File: src/rtl/div_ctrl.sv
// Sequencing controller for the shared 64-bit iterative divider: formats operands, resolves
// divide-by-zero / signed overflow locally, launches the divider and returns tagged results.
// Optional result reuse for repeated operand sets is enabled with `define DIVCTL_REUSE_EN.
module div_ctrl #(
    parameter int unsigned TAG_W = 4
) (
    input  logic             clk,
    input  logic             rst,
    input  logic             flush_i,
    input  logic             in_valid_i,
    output logic             in_ready_o,
    input  logic [2:0]       in_op_i,
    input  logic [63:0]      in_src1_i,
    input  logic [63:0]      in_src2_i,
    input  logic [TAG_W-1:0] in_tag_i,
    output logic             out_valid_o,
    input  logic             out_ready_i,
    output logic [63:0]      out_data_o,
    output logic [TAG_W-1:0] out_tag_o,
    output logic             div_req_valid_o,
    output logic             div_block_o,
    output logic [63:0]      div_op_1_o,
    output logic [63:0]      div_op_2_o,
    output logic             div_sign_op_1_o,
    output logic             div_sign_op_2_o,
    input  logic [63:0]      div_quotient_i,
    input  logic [63:0]      div_remainder_i,
    input  logic             div_ready_i,
    input  logic             div_valid_i
);

    localparam logic [63:0] MinNeg64 = 64'h8000_0000_0000_0000;
    localparam logic [63:0] MinNeg32 = 64'hFFFF_FFFF_8000_0000;
    localparam logic [63:0] AllOnes  = 64'hFFFF_FFFF_FFFF_FFFF;

    typedef enum logic [2:0] {
        StIdle,
        StLaunch,
        StWait,
        StResp,
        StDrain
    } state_e;

    state_e           state_q, state_d;
    logic             is_rem_q, is_rem_d;
    logic             is_w_q, is_w_d;
    logic             sign_q, sign_d;
    logic [TAG_W-1:0] tag_q, tag_d;
    logic [63:0]      op1_q, op1_d;
    logic [63:0]      op2_q, op2_d;
    logic [63:0]      res_q, res_d;

    // Request decode: bit0 = unsigned, bit1 = remainder, bit2 = word op.
    logic        in_rem, in_w, in_sign;
    logic [63:0] fmt1, fmt2;
    logic        div_zero, sgn_ovf, special;
    logic [63:0] spec_quot, spec_rem;
    logic        accept;
    logic        capture;

    logic        hit;
    logic [63:0] hit_quot, hit_rem;

    function automatic logic [63:0] fmt_src(input logic [63:0] src, input logic w,
                                            input logic sgn);
        logic [63:0] r;
        if (!w)       r = src;
        else if (sgn) r = {{32{src[31]}}, src[31:0]};
        else          r = {32'd0, src[31:0]};
        return r;
    endfunction

    function automatic logic [63:0] fmt_res(input logic [63:0] quot, input logic [63:0] rem,
                                            input logic sel_rem, input logic w);
        logic [63:0] sel;
        sel = sel_rem ? rem : quot;
        return w ? {{32{sel[31]}}, sel[31:0]} : sel;
    endfunction

    assign in_rem  = in_op_i[1];
    assign in_w    = in_op_i[2];
    assign in_sign = ~in_op_i[0];

    assign fmt1 = fmt_src(in_src1_i, in_w, in_sign);
    assign fmt2 = fmt_src(in_src2_i, in_w, in_sign);

    assign div_zero = (fmt2 == 64'd0);
    assign sgn_ovf  = in_sign && (fmt2 == AllOnes) &&
                      (fmt1 == (in_w ? MinNeg32 : MinNeg64));
    assign special  = div_zero || sgn_ovf;

    assign spec_quot = div_zero ? AllOnes : fmt1;
    assign spec_rem  = div_zero ? fmt1 : 64'd0;

    assign in_ready_o = (state_q == StIdle) && !flush_i;
    assign accept     = in_valid_i && (state_q == StIdle) && !flush_i;
    assign capture    = (state_q == StWait) && div_valid_i && !flush_i;

    assign out_data_o      = res_q;
    assign out_tag_o       = tag_q;
    assign div_op_1_o      = op1_q;
    assign div_op_2_o      = op2_q;
    assign div_sign_op_1_o = sign_q;
    assign div_sign_op_2_o = sign_q;

`ifdef DIVCTL_REUSE_EN
    logic        sv_valid_q, sv_valid_d;
    logic [63:0] sv_op1_q, sv_op1_d;
    logic [63:0] sv_op2_q, sv_op2_d;
    logic        sv_sign_q, sv_sign_d;
    logic        sv_w_q, sv_w_d;
    logic [63:0] sv_quot_q, sv_quot_d;
    logic [63:0] sv_rem_q, sv_rem_d;

    assign hit = sv_valid_q && (sv_op1_q == fmt1) && (sv_op2_q == fmt2) &&
                 (sv_sign_q == in_sign) && (sv_w_q == in_w);
    assign hit_quot = sv_quot_q;
    assign hit_rem  = sv_rem_q;

    always_comb begin
        sv_valid_d = sv_valid_q;
        sv_op1_d   = sv_op1_q;
        sv_op2_d   = sv_op2_q;
        sv_sign_d  = sv_sign_q;
        sv_w_d     = sv_w_q;
        sv_quot_d  = sv_quot_q;
        sv_rem_d   = sv_rem_q;
        if (flush_i || (accept && special)) begin
            sv_valid_d = 1'b0;
        end else if (capture) begin
            sv_valid_d = 1'b1;
            sv_op1_d   = op1_q;
            sv_op2_d   = op2_q;
            sv_sign_d  = sign_q;
            sv_w_d     = is_w_q;
            sv_quot_d  = div_quotient_i;
            sv_rem_d   = div_remainder_i;
        end
    end

    always_ff @(posedge clk) begin
        if (rst) begin
            sv_valid_q <= 1'b0;
            sv_op1_q   <= 64'd0;
            sv_op2_q   <= 64'd0;
            sv_sign_q  <= 1'b0;
            sv_w_q     <= 1'b0;
            sv_quot_q  <= 64'd0;
            sv_rem_q   <= 64'd0;
        end else begin
            sv_valid_q <= sv_valid_d;
            sv_op1_q   <= sv_op1_d;
            sv_op2_q   <= sv_op2_d;
            sv_sign_q  <= sv_sign_d;
            sv_w_q     <= sv_w_d;
            sv_quot_q  <= sv_quot_d;
            sv_rem_q   <= sv_rem_d;
        end
    end
`else
    assign hit      = 1'b0;
    assign hit_quot = 64'd0;
    assign hit_rem  = 64'd0;
`endif

    always_comb begin
        state_d         = state_q;
        is_rem_d        = is_rem_q;
        is_w_d          = is_w_q;
        sign_d          = sign_q;
        tag_d           = tag_q;
        op1_d           = op1_q;
        op2_d           = op2_q;
        res_d           = res_q;
        out_valid_o     = 1'b0;
        div_req_valid_o = 1'b0;
        div_block_o     = 1'b1;

        unique case (state_q)
            StIdle: begin
                if (accept) begin
                    is_rem_d = in_rem;
                    is_w_d   = in_w;
                    sign_d   = in_sign;
                    tag_d    = in_tag_i;
                    op1_d    = fmt1;
                    op2_d    = fmt2;
                    if (special) begin
                        res_d   = fmt_res(spec_quot, spec_rem, in_rem, in_w);
                        state_d = StResp;
                    end else if (hit) begin
                        res_d   = fmt_res(hit_quot, hit_rem, in_rem, in_w);
                        state_d = StResp;
                    end else begin
                        state_d = StLaunch;
                    end
                end
            end
            StLaunch: begin
                div_block_o     = 1'b0;
                div_req_valid_o = !flush_i;
                if (flush_i)          state_d = StIdle;
                else if (div_ready_i) state_d = StWait;
            end
            StWait: begin
                div_block_o = 1'b0;
                // A result landing in the flush cycle is dropped; no drain needed then.
                if (div_valid_i) begin
                    if (flush_i) begin
                        state_d = StIdle;
                    end else begin
                        res_d   = fmt_res(div_quotient_i, div_remainder_i, is_rem_q, is_w_q);
                        state_d = StResp;
                    end
                end else if (flush_i) begin
                    state_d = StDrain;
                end
            end
            StResp: begin
                out_valid_o = !flush_i;
                if (flush_i || out_ready_i) state_d = StIdle;
            end
            StDrain: begin
                div_block_o = 1'b0;
                if (div_valid_i) state_d = StIdle;
            end
            default: state_d = StIdle;
        endcase
    end

    always_ff @(posedge clk) begin
        if (rst) begin
            state_q  <= StIdle;
            is_rem_q <= 1'b0;
            is_w_q   <= 1'b0;
            sign_q   <= 1'b0;
            tag_q    <= '0;
            op1_q    <= 64'd0;
            op2_q    <= 64'd0;
            res_q    <= 64'd0;
        end else begin
            state_q  <= state_d;
            is_rem_q <= is_rem_d;
            is_w_q   <= is_w_d;
            sign_q   <= sign_d;
            tag_q    <= tag_d;
            op1_q    <= op1_d;
            op2_q    <= op2_d;
            res_q    <= res_d;
        end
    end

endmodule

File: config.mk
export PLATFORM = sky130hd
export DESIGN_NAME = div_ctrl
export DESIGN_NICKNAME = d
export VERILOG_FILES = /design/src/rtl/div_ctrl.sv
export SDC_FILE = /design/constraint.sdc
export NUM_CORES = 1
export LEC_CHECK = 0
export CORE_AREA = 10 10 175 177
export CTS_CLUSTER_SIZE = 20
export DETAILED_ROUTE_END_ITERATION = 10
export DIE_AREA = 0 0 185 187
export PLACE_DENSITY_LB_ADDON = 0.05
export SKIP_CTS_REPAIR_TIMING = 1
export SLEW_MARGIN = 20
export SYNTH_ARGS = -nofsm -noshare
export SYNTH_HDL_FRONTEND = slang
export SYNTH_SLANG_ARGS = --single-unit
File: constraint.sdc
create_clock -name clk -period 4.59 [get_ports clk]
set_clock_uncertainty 0.05 [all_clocks]
set_input_delay 0.459 -clock clk [delete_from_list [all_inputs] [get_ports clk]]
set_output_delay 0.459 -clock clk [all_outputs]
set_load 0.005 [all_outputs]
==> results of run 1 <==
-- cell families after synthesis --
group,Yosys count,synth area share
DFF,202,0.400
buffers and inverters,172,0.0674
AOI/OAI and AO/OA,390,0.263
muxes,57,0.0592
xor gates and xnor gates,1,0.000867
and+or+nand+nor,439,0.209
-- stage by stage --
| step | total power (uW) | util |
|---|---|---|
| 6_report | 5960 | 0.580 |
| 4_1_cts | 6010 | 0.580 |
| 5_1_grt | 6270 | 0.580 |
| 3_3_place_gp | 4010 | 0.550 |
| 3_5_place_dp | 4030 | 0.550 |
| 2_1_floorplan | 3040 | - |
-- registers in the layout, indices dropped and copies added, names as in the netlist --
signal,count
div_sign_op_1_o,1
state_q,3
div_op_1_o,64
div_op_2_o,64
is_w_q,1
is_rem_q,1
out_tag_o,4
out_data_o,64
-- report_power, final --
group	switching [uW]	leakage (uW)	internal [uW]
logic	998	0.00346	933
registers	126	0.00165	1940
clock network	775	0.000395	1190
-- routing by layer --
metal  vias to the layer above  global-route usage  share of wire
met2                       487               0.430           0.48
met4                         0              0.0613          0.021
li1                       5386                   -              -
met3                        52              0.0995           0.11
met5                         -                   0              0
met1                      5223               0.299           0.39
-- synth_stat cells, drive strengths merged, types with 3 or more instances --
library cell / n
nor2b: 31
nor2: 111
or4: 5
a31oi: 12
a221oi: 54
mux2i: 35
or4b: 4
nor3b: 23
a311oi: 33
nor3: 5
a211oi: 32
nor4b: 5
mux2: 22
a211o: 31
nor4: 29
a22oi: 32
nand2: 175
clkbuf: 110
and4: 3
a21oi: 147
o31ai: 22
o21ai: 18
buf: 19
dfxtp: 202
inv: 43
nand4: 15
nand2b: 26
-- cells in the final DEF, fill, tap and decap left out, drive strengths merged, types with 23 or more instances in the layout --
cell type      count
a22oi             32
nor4              29
a311oi            33
a211o             31
nor2b             31
a21oi            147
buf               27
nand2b            26
clkbuf            36
mux2i             35
clkdlybuf4s50    470
inv               43
a221oi            54
nor3b             23
nand2            175
nor2             111
a211oi            32
dfxtp            202
-- final timing paths --
kind                                      from              to  slack (ns)  cells after the start
worst max-delay path             in_src2_i[19]  out_data_o[34]        0.87                      8
worst min-delay path            div_op_2_o[14]  div_op_2_o[14]        0.40                      2
worst max register to register      state_q[1]  out_data_o[49]        1.57                      5
worst min register to register  div_op_2_o[14]  div_op_2_o[14]        0.40                      2
-- worst max-delay path, stage by stage --
cell,delay (ns)
clkdlybuf4s50_1,0.51
nor4_1,0.58
o211ai_1,0.16
or4_1,0.98
o21ai_4,0.27
buf_4,0.54
a22oi_1,0.15
a221oi_1,0.33
-- layout make-up --
cell class                 count  share of cell area
tap                          346              0.0273
clock inverter                 7             0.00553
inverter                      43              0.0102
antenna                        2            0.000316
clock buffer                  36              0.0452
sequential                   202               0.255
multi-input combinational    887               0.344
timing repair buffer         497               0.312
==> key figures, run 1 <==
Timing
  – Fin. Hold Viols: 0
  – Final setup viols: 0
  – Rel. slew slack: 0.299
  – Pins Over Slew Limit: 0
  – Crit share post-route: 0.810
  – Setup ws final: 0.871 ns
  – Max Fclk: 0.269 GHz
  – Post-route setup TNS: 0 ns
  – Period minus WS final: 3.72 ns
  – Measured slew at the worst slew-check pin: 1.05 ns
  – Hold Slack: 0.403 ns
  – RSZ-0062 raised after global routing: false

Setup path
  – Crit path max fanout: 53
  – Worst Setup End Kind: register
  – Kind of critical path: in -> reg
  – Arr. time, crit path: 4.07 ns
  – CP Data Required Time: 4.94 ns
  – Startpoint Class: primary input

Synth
  – Syn Area/Cell: 8.01 sq um
  – Mapped Cells: 1261
  – Seq/Total Area, Yosys: 0.400
  – Syn_nets: 1531
  – Top cell type's share of synthesized area: 0.400
  – Synth async-reset ratio: 0
  – Cell taking the most area after synthesis: dfxtp_1
  – Yosys warnings: 0
  – Synthesized area: 10100 sq um
  – Yosys cell types: 48
  – EDFF count, synth: 0
  – Main flop type after synthesis: dfxtp_1
  – Top cells by area, synth: dfxtp_1 40%, a21oi_1 7.3%, nand2_1 6.5%
  – Post-synthesis register bit count: 202

Placed design
  – Dpl cell area: 15000 sq um
  – Cells after DPL: 1975
  – Number of port buffers: 471
  – Final HPWL DP: 34900 um
  – Setup WS pre-CTS: 0.401 ns
  – RePlAce Congestion: 0.831

GRT
  – First-pass GRT wire length: 69800 um
  – Pin count of the biggest net entering global routing: 103
  – GRT Util Overall: 0.257
  – Initial antenna violation count: 2
  – GRT overflow: 0
  – Vias in the first global route: 11100

Pwr
  – Leak Pwr: 0.00550 uW
  – Peak VDD IR: 0.200 mV
  – Total power per unit cell area: 376 nW/um^2

Drt
  – Vias: 11100
  – Drt initial violations: 993
  – Post-Route WL: 47400 um
  – DR WL/cell: 23.4 um
  – Iteration count of the initial detailed-routing pass: 5
  – Antenna viol nets, final: 0
  – Vias/cell: 5.52
  – DRC: 0

Floorplanning
  – Ports: 472
  – DIE AREA: 34600 sq um
  – Die span in y: 187 um
  – Initial Utilization: 0.370
  – Total core area: 27300 sq um
  – Core Rows: 61
  – Die width: 185 um

Final layout
  – Area occupied by multi-input gates: 5450 sq um
  – NumNets Final: 1926
  – Fillers: 2554
  – Proportion of layout cells with a drive suffix above 1: 0.0604
  – Reg area: 4050 sq um
  – Post-route insts no fill: 2020
  – Fin area: 15800 sq um
  – Area delta synth->final: 56.9%

Hold path
  – Worst min path class: reg -> reg

Clock network
  – Clk slew on worst S/H paths: 0.06 ns
  – Clk buf depth: 3
  – Worst-Skew Late Latency: 0.52 ns
  – CTS Buf Count: 25
  – Max H-tree Level: 1
  – # clock sinks: 202
  – CTS tree: done
  – Root buf cell: clkbuf_16

Status
  – Outcome: finished, final reports clean

Run
  – Max-cap violations: 0
(Power assumes the default switching activity.)
==> inputs of run 2 (changes only) <==
Settings changed: CORE_AREA 10 10 175 177 to default, CORE_MARGIN from default to 10, CORE_UTILIZATION from default to 38, DIE_AREA 0 0 185 187 to default.
Clock period 4.59 ns to 3.15 ns, I/O delays scaled along.
==> run 2 against run 1 <==
Sequential power up 46%. Utilization rose by 4.3 points. Combinational power up 48%. First-iteration DRC count down 3.7%. Die area shrank 3.2%. Final cell count up 1.5%. Sequential share of layout area shrank 0.67 points. Clock-buffer cell count down 7. Via count up 2.5%. Largest cell class unchanged. Largest power group unchanged. Highest routed layer unchanged.
==> key figures, run 2 (synthesis gave the netlist of run 1 again) <==
Drt
  – Drt initial violations: 956 (-3.7%)
  – DR WL/cell: 22.8 um (-2.9%)
  – Vias: 11400 (+2.5%)
  – Vias/cell: 5.57 (+0.97%)
  – Antenna viol nets, final: 0 (unchanged)
  – DRC: 0 (unchanged)
  – Iteration count of the initial detailed-routing pass: 5 (unchanged)
  – Post-Route WL: 46700 um (-1.5%)

Floorplanning
  – Die span in y: 183 um (-2.1%)
  – Total core area: 26100 sq um (-4.4%)
  – Ports: 472 (unchanged)
  – Die width: 183 um (-1.1%)
  – Initial Utilization: 0.387 (+0.0169)
  – Core Rows: 59 (-3.3%)
  – DIE AREA: 33500 sq um (-3.2%)

Final layout
  – Reg area: 4050 sq um (unchanged)
  – Area occupied by multi-input gates: 5440 sq um (-0.14%)
  – Fillers: 2309 (-9.6%)
  – Proportion of layout cells with a drive suffix above 1: 0.0842 (+0.0238)
  – Commonest cells after routing, fill and taps aside: 470 x clkdlybuf4s50_1, 201 x dfxtp_1, 174 x nand2_1
  – Post-route insts no fill: 2050 (+1.5%)
  – Final core utilization: 0.623 (+0.0428)
  – Commonest non-fill, non-tap cell in the layout: clkdlybuf4s50_1
  – NumNets Final: 1965 (+2.0%)
  – Area delta synth->final: 61.1%

Run
  – Max-cap violations: 0 (unchanged)

Timing
  – Fin. Hold Viols: 0 (unchanged)
  – Pins Over Slew Limit: 0 (unchanged)
  – Crit share post-route: 0.921
  – Measured slew at the worst slew-check pin: 0.732 ns (-0.315 ns)
  – Max Fclk: 0.345 GHz
  – Rel. slew slack: 0.512 (+0.212)
  – RSZ-0062 raised after global routing: false
  – Period minus WS final: 2.90 ns
  – Final setup viols: 0 (unchanged)
  – Setup ws final: 0.249 ns (-0.622 ns)

Setup path
  – Kind of critical path: in -> reg
  – Worst Setup End Kind: register
  – Worst reg2reg path depth: 6 (+1)
  – CP Data Required Time: 3.53 ns (-1.41 ns)
  – Arr. time, crit path: 3.29 ns (-0.78 ns)
  – R2R setup slack: 0.80 ns (-0.77 ns)
  – Crit path max fanout: 21 (-60%)
  – Startpoint Class: primary input

Pwr
  – Leak Pwr: 0.00575 uW (+4.6%)
  – Total power per unit cell area: 546 nW/um^2 (+45%)
  – Total power: 8890 uW (+49%)
  – Peak VDD IR: 0.403 mV (+100%)

Placed design
  – Cells after DPL: 2005 (+1.5%)
  – RePlAce Congestion: 0.867 (+4.3%)
  – Final HPWL DP: 34800 um (-0.31%)
  – Number of port buffers: 471 (unchanged)
  – Setup WS pre-CTS: -0.325 ns (-0.726 ns)

GRT
  – Pin count of the biggest net entering global routing: 119 (+16%)
  – GRT Util Overall: 0.261 (+0.00446)
  – Vias in the first global route: 11400 (+2.6%)
  – GRT overflow: 0 (unchanged)
  – Initial antenna violation count: 4 (+2)
  – First-pass GRT wire length: 69100 um (-0.96%)

Clock network
  – Clk buf depth: 3 (unchanged)
  – Max H-tree Level: 1 (unchanged)
  – Clk slew on worst S/H paths: 0.06 ns (about the same)
  – Root buf cell: clkbuf_16
  – Worst-Skew Late Latency: 0.51 ns (about the same)
  – CTS Buf Count: 23 (-8.0%)
  – # clock sinks: 202 (unchanged)
  – CTS tree: done

Status
  – Outcome: finished, final reports clean

Hold path
  – Hold Path Depth: 2 (unchanged)
  – Worst min path class: in -> reg
## run 2: cell types whose count changed in the layout (fill, tap and decap cells not counted), sizes merged
| cell | before | now |
|---|---|---|
| clkbuf | 36 | 29 |
| buf | 27 | 68 |
| clkinv | 4 | 6 |
| diode | 2 | 4 |
| bufinv | 2 | 5 |
## run 2: final timing paths
path / startpoint / to
min reg2reg: div_op_2_o[20] / div_op_2_o[20]
min: rst / div_op_1_o[14]
max: in_src1_i[10] / out_data_o[30]
max reg2reg: state_q[2] / out_data_o[60]
## run 2: power by group
group / total [uW] / switching, uW / leakage (uW) / internal, uW
Clock: 3010 / 1140 / 0.000414 / 1870
Sequential: 3020 / 193 / 0.00165 / 2830
Combinational: 2860 / 1440 / 0.00369 / 1420
Total: 8890 / 2770 / 0.00575 / 6120
## run 2: stage by stage
step           setup TNS (ns)  cell area (sq um)  hold slack (ns)
2_1_floorplan               0              10100            0.361
3_3_place_gp           -13.62              15400            0.392
3_5_place_dp           -17.98              15400            0.397
4_1_cts                     0              16300            0.199
5_1_grt                     0              16300            0.227
6_report                    0              16300            0.202
## run 2: per-layer routing
layer	track usage	share of wire
met4	0.0951	0.036
met3	0.0850	0.098
met2	0.437	0.47
met1	0.306	0.39
met5	0	0
## run 2: final cells by class
type,count,share of cell area
antenna,4,0.000615
clock buffer,29,0.0399
clock inverter,12,0.0118
inverter,43,0.00992
multi-input combinational,887,0.334
sequential,202,0.249
tap,335,0.0258
timing repair buffer,538,0.329
## run 2: critical path, cell delays in order
cell,delay [ns]
clkdlybuf4s50_1,0.46
or4b_1,0.54
nor4_1,0.47
buf_4,0.20
nand4_1,0.11
or4_4,0.54
a21boi_4,0.21
buf_12,0.21
mux2i_1,0.21
==> inputs of run 3 (changes only) <==
Settings changed: ABC_CLOCK_PERIOD_IN_PS from default to 2600.
Clock period 3.15 ns to 2.6 ns, I/O delays scaled along.
==> run 3 against run 2 <==
First-iteration DRC count up 6.8%. Routed wire length grew 1.4%. Sequential share of layout area is 1.4 points lower. Clock power is 18% higher. Critical endpoint is now out_data_o[21]. Global-route usage is 0.060 points higher. Register-to-register slack lost 0.56 ns. Largest cell class is now non-clock buffers. Combinational power grew 28%. Utilization is 3.6 points higher. Flip-flop and latch count is the same. Final cell count grew 4.5%. Clock-buffer cell count rose by 6.
==> key figures, run 3 (synthesis gave the netlist of run 1 again) <==
Clock network
  – Max H-tree Level: 1 (unchanged)
  – Worst-Skew Late Latency: 0.51 ns (about the same)
  – Clk buf depth: 3 (unchanged)
  – CTS Buf Count: 24 (+4.3%)
  – Root buf cell: clkbuf_16
  – CTS tree: done
  – Clk slew on worst S/H paths: 0.06 ns (about the same)
  – # clock sinks: 202 (unchanged)

Drt
  – Post-Route WL: 47300 um (+1.4%)
  – DRC: 0 (unchanged)
  – DR WL/cell: 22.1 um (-3.0%)
  – M1 wire length: 18400 um (+0.96%)
  – Vias/cell: 5.48 (-1.7%)
  – DR top layer: met4
  – DR WL met3: 4550 um (-0.81%)
  – Drt initial violations: 1021 (+6.8%)
  – Iteration count of the initial detailed-routing pass: 5 (unchanged)
  – Routed wl met2: 23200 um (+4.5%)
  – Antenna viol nets, final: 0 (unchanged)
  – Vias: 11700 (+2.7%)

Floorplanning
  – Die width: 183 um (unchanged)
  – Die span in y: 183 um (unchanged)
  – Ports: 472 (unchanged)
  – Total core area: 26100 sq um (unchanged)
  – Core Rows: 59 (unchanged)
  – Initial Utilization: 0.387 (unchanged)
  – DIE AREA: 33500 sq um (unchanged)

Timing
  – Crit share post-route: 0.979
  – Hold Slack: 0.0460 ns (-0.156 ns)
  – Setup ws final: 0.0540 ns (-0.195 ns)
  – Max Fclk: 0.393 GHz
  – Period minus WS final: 2.55 ns
  – Final setup viols: 0 (unchanged)
  – Fin. Hold Viols: 0 (unchanged)
  – Measured slew at the worst slew-check pin: 0.542 ns (-0.189 ns)
  – Pins Over Slew Limit: 0 (unchanged)
  – Rel. slew slack: 0.637 (+0.126)

Setup path
  – Startpoint Class: primary input
  – Crit path max fanout: 5 (-76%)
  – Arr. time, crit path: 2.94 ns (-0.35 ns)
  – Worst Setup End Kind: register
  – Kind of critical path: in -> reg
  – CP Data Required Time: 2.99 ns (-0.54 ns)

Final layout
  – NumNets Final: 2060 (+4.8%)
  – Area occupied by multi-input gates: 5540 sq um (+1.8%)
  – Proportion of layout cells with a drive suffix above 1: 0.141 (+0.0570)
  – Area delta synth->final: 70.4%
  – Fin area: 17200 sq um (+5.8%)
  – Commonest cells after routing, fill and taps aside: 465 x clkdlybuf4s50_1, 201 x dfxtp_1, 174 x nand2_1
  – Commonest non-fill, non-tap cell in the layout: clkdlybuf4s50_1
  – Reg area: 4050 sq um (unchanged)
  – Fillers: 2245 (-2.8%)

GRT
  – Vias in the first global route: 11600 (+1.7%)
  – Initial antenna violation count: 1 (-3)
  – Pin count of the biggest net entering global routing: 78 (-34%)
  – GRT overflow: 0 (unchanged)
  – GRT Util Overall: 0.262 (+0.000597)
  – First-pass GRT wire length: 69500 um (+0.47%)

Placed design
  – Dpl cell area: 16200 sq um (+4.8%)
  – RePlAce Congestion: 0.863 (-0.46%)
  – Setup WS pre-CTS: -0.714 ns (-0.389 ns)
  – Final HPWL DP: 35600 um (+2.4%)
  – Number of port buffers: 471 (unchanged)

Pwr
  – Total power per unit cell area: 631 nW/um^2 (+15%)
  – Peak VDD IR: 0.445 mV (+10%)
  – Leak Pwr: 0.00633 uW (+10%)
  – Total power: 10900 uW (+22%)

Hold path
  – Worst min path class: in -> reg

Run
  – Max-cap violations: 0 (unchanged)

Status
  – Outcome: finished, final reports clean
## run 3: worst paths after layout
path,from,endpoint,cells after the start,slack (ns)
worst min-delay path,in_src2_i[29],div_op_2_o[29],3,0.05
worst max register to register,state_q[1],out_data_o[32],6,0.24
worst min register to register,div_op_2_o[16],div_op_2_o[16],2,0.40
worst max-delay path,in_src1_i[47],out_data_o[21],10,0.05
## run 3: metal layers
metal,track usage,up-vias
li1,-,5662
met1,0.304,5505
met2,0.452,506
met3,0.0866,63
met4,0.0692,0
met5,0,-
## run 3: through the flow
stage | utilization | setup TNS (ns) | instances
floorplan | - | 0 | 1261
global placement | 0.619 | -40.77 | 2096
detailed placement | 0.619 | -41.26 | 2096
CTS | 0.651 | -7.36 | 2139
global route | 0.659 | -0.341 | 2143
finish | 0.659 | 0 | 2143
## run 3: critical path: stages
cell	delay (ns)
clkdlybuf4s50_1	0.50
nor4_2	0.40
buf_4	0.17
and4_1	0.18
a31oi_1	0.16
or4_4	0.61
a21boi_4	0.17
buf_12	0.14
clkbuf_16	0.15
mux2i_1	0.18
## run 3: report_power, final
part           internal (uW)  leakage (uW)  switching [uW]
clock network           2200      0.000422            1350
registers               3430       0.00165             211
logic                   1850       0.00427            1810
## run 3: layout make-up
class | count | area share
Antenna cell | 1 | 0.000145
Multi-Input combinational cell | 887 | 0.322
Clock buffer | 35 | 0.0438
Inverter | 43 | 0.00938
Clock inverter | 8 | 0.00560
Timing Repair Buffer | 632 | 0.360
Tap cell | 335 | 0.0244
Sequential cell | 202 | 0.235
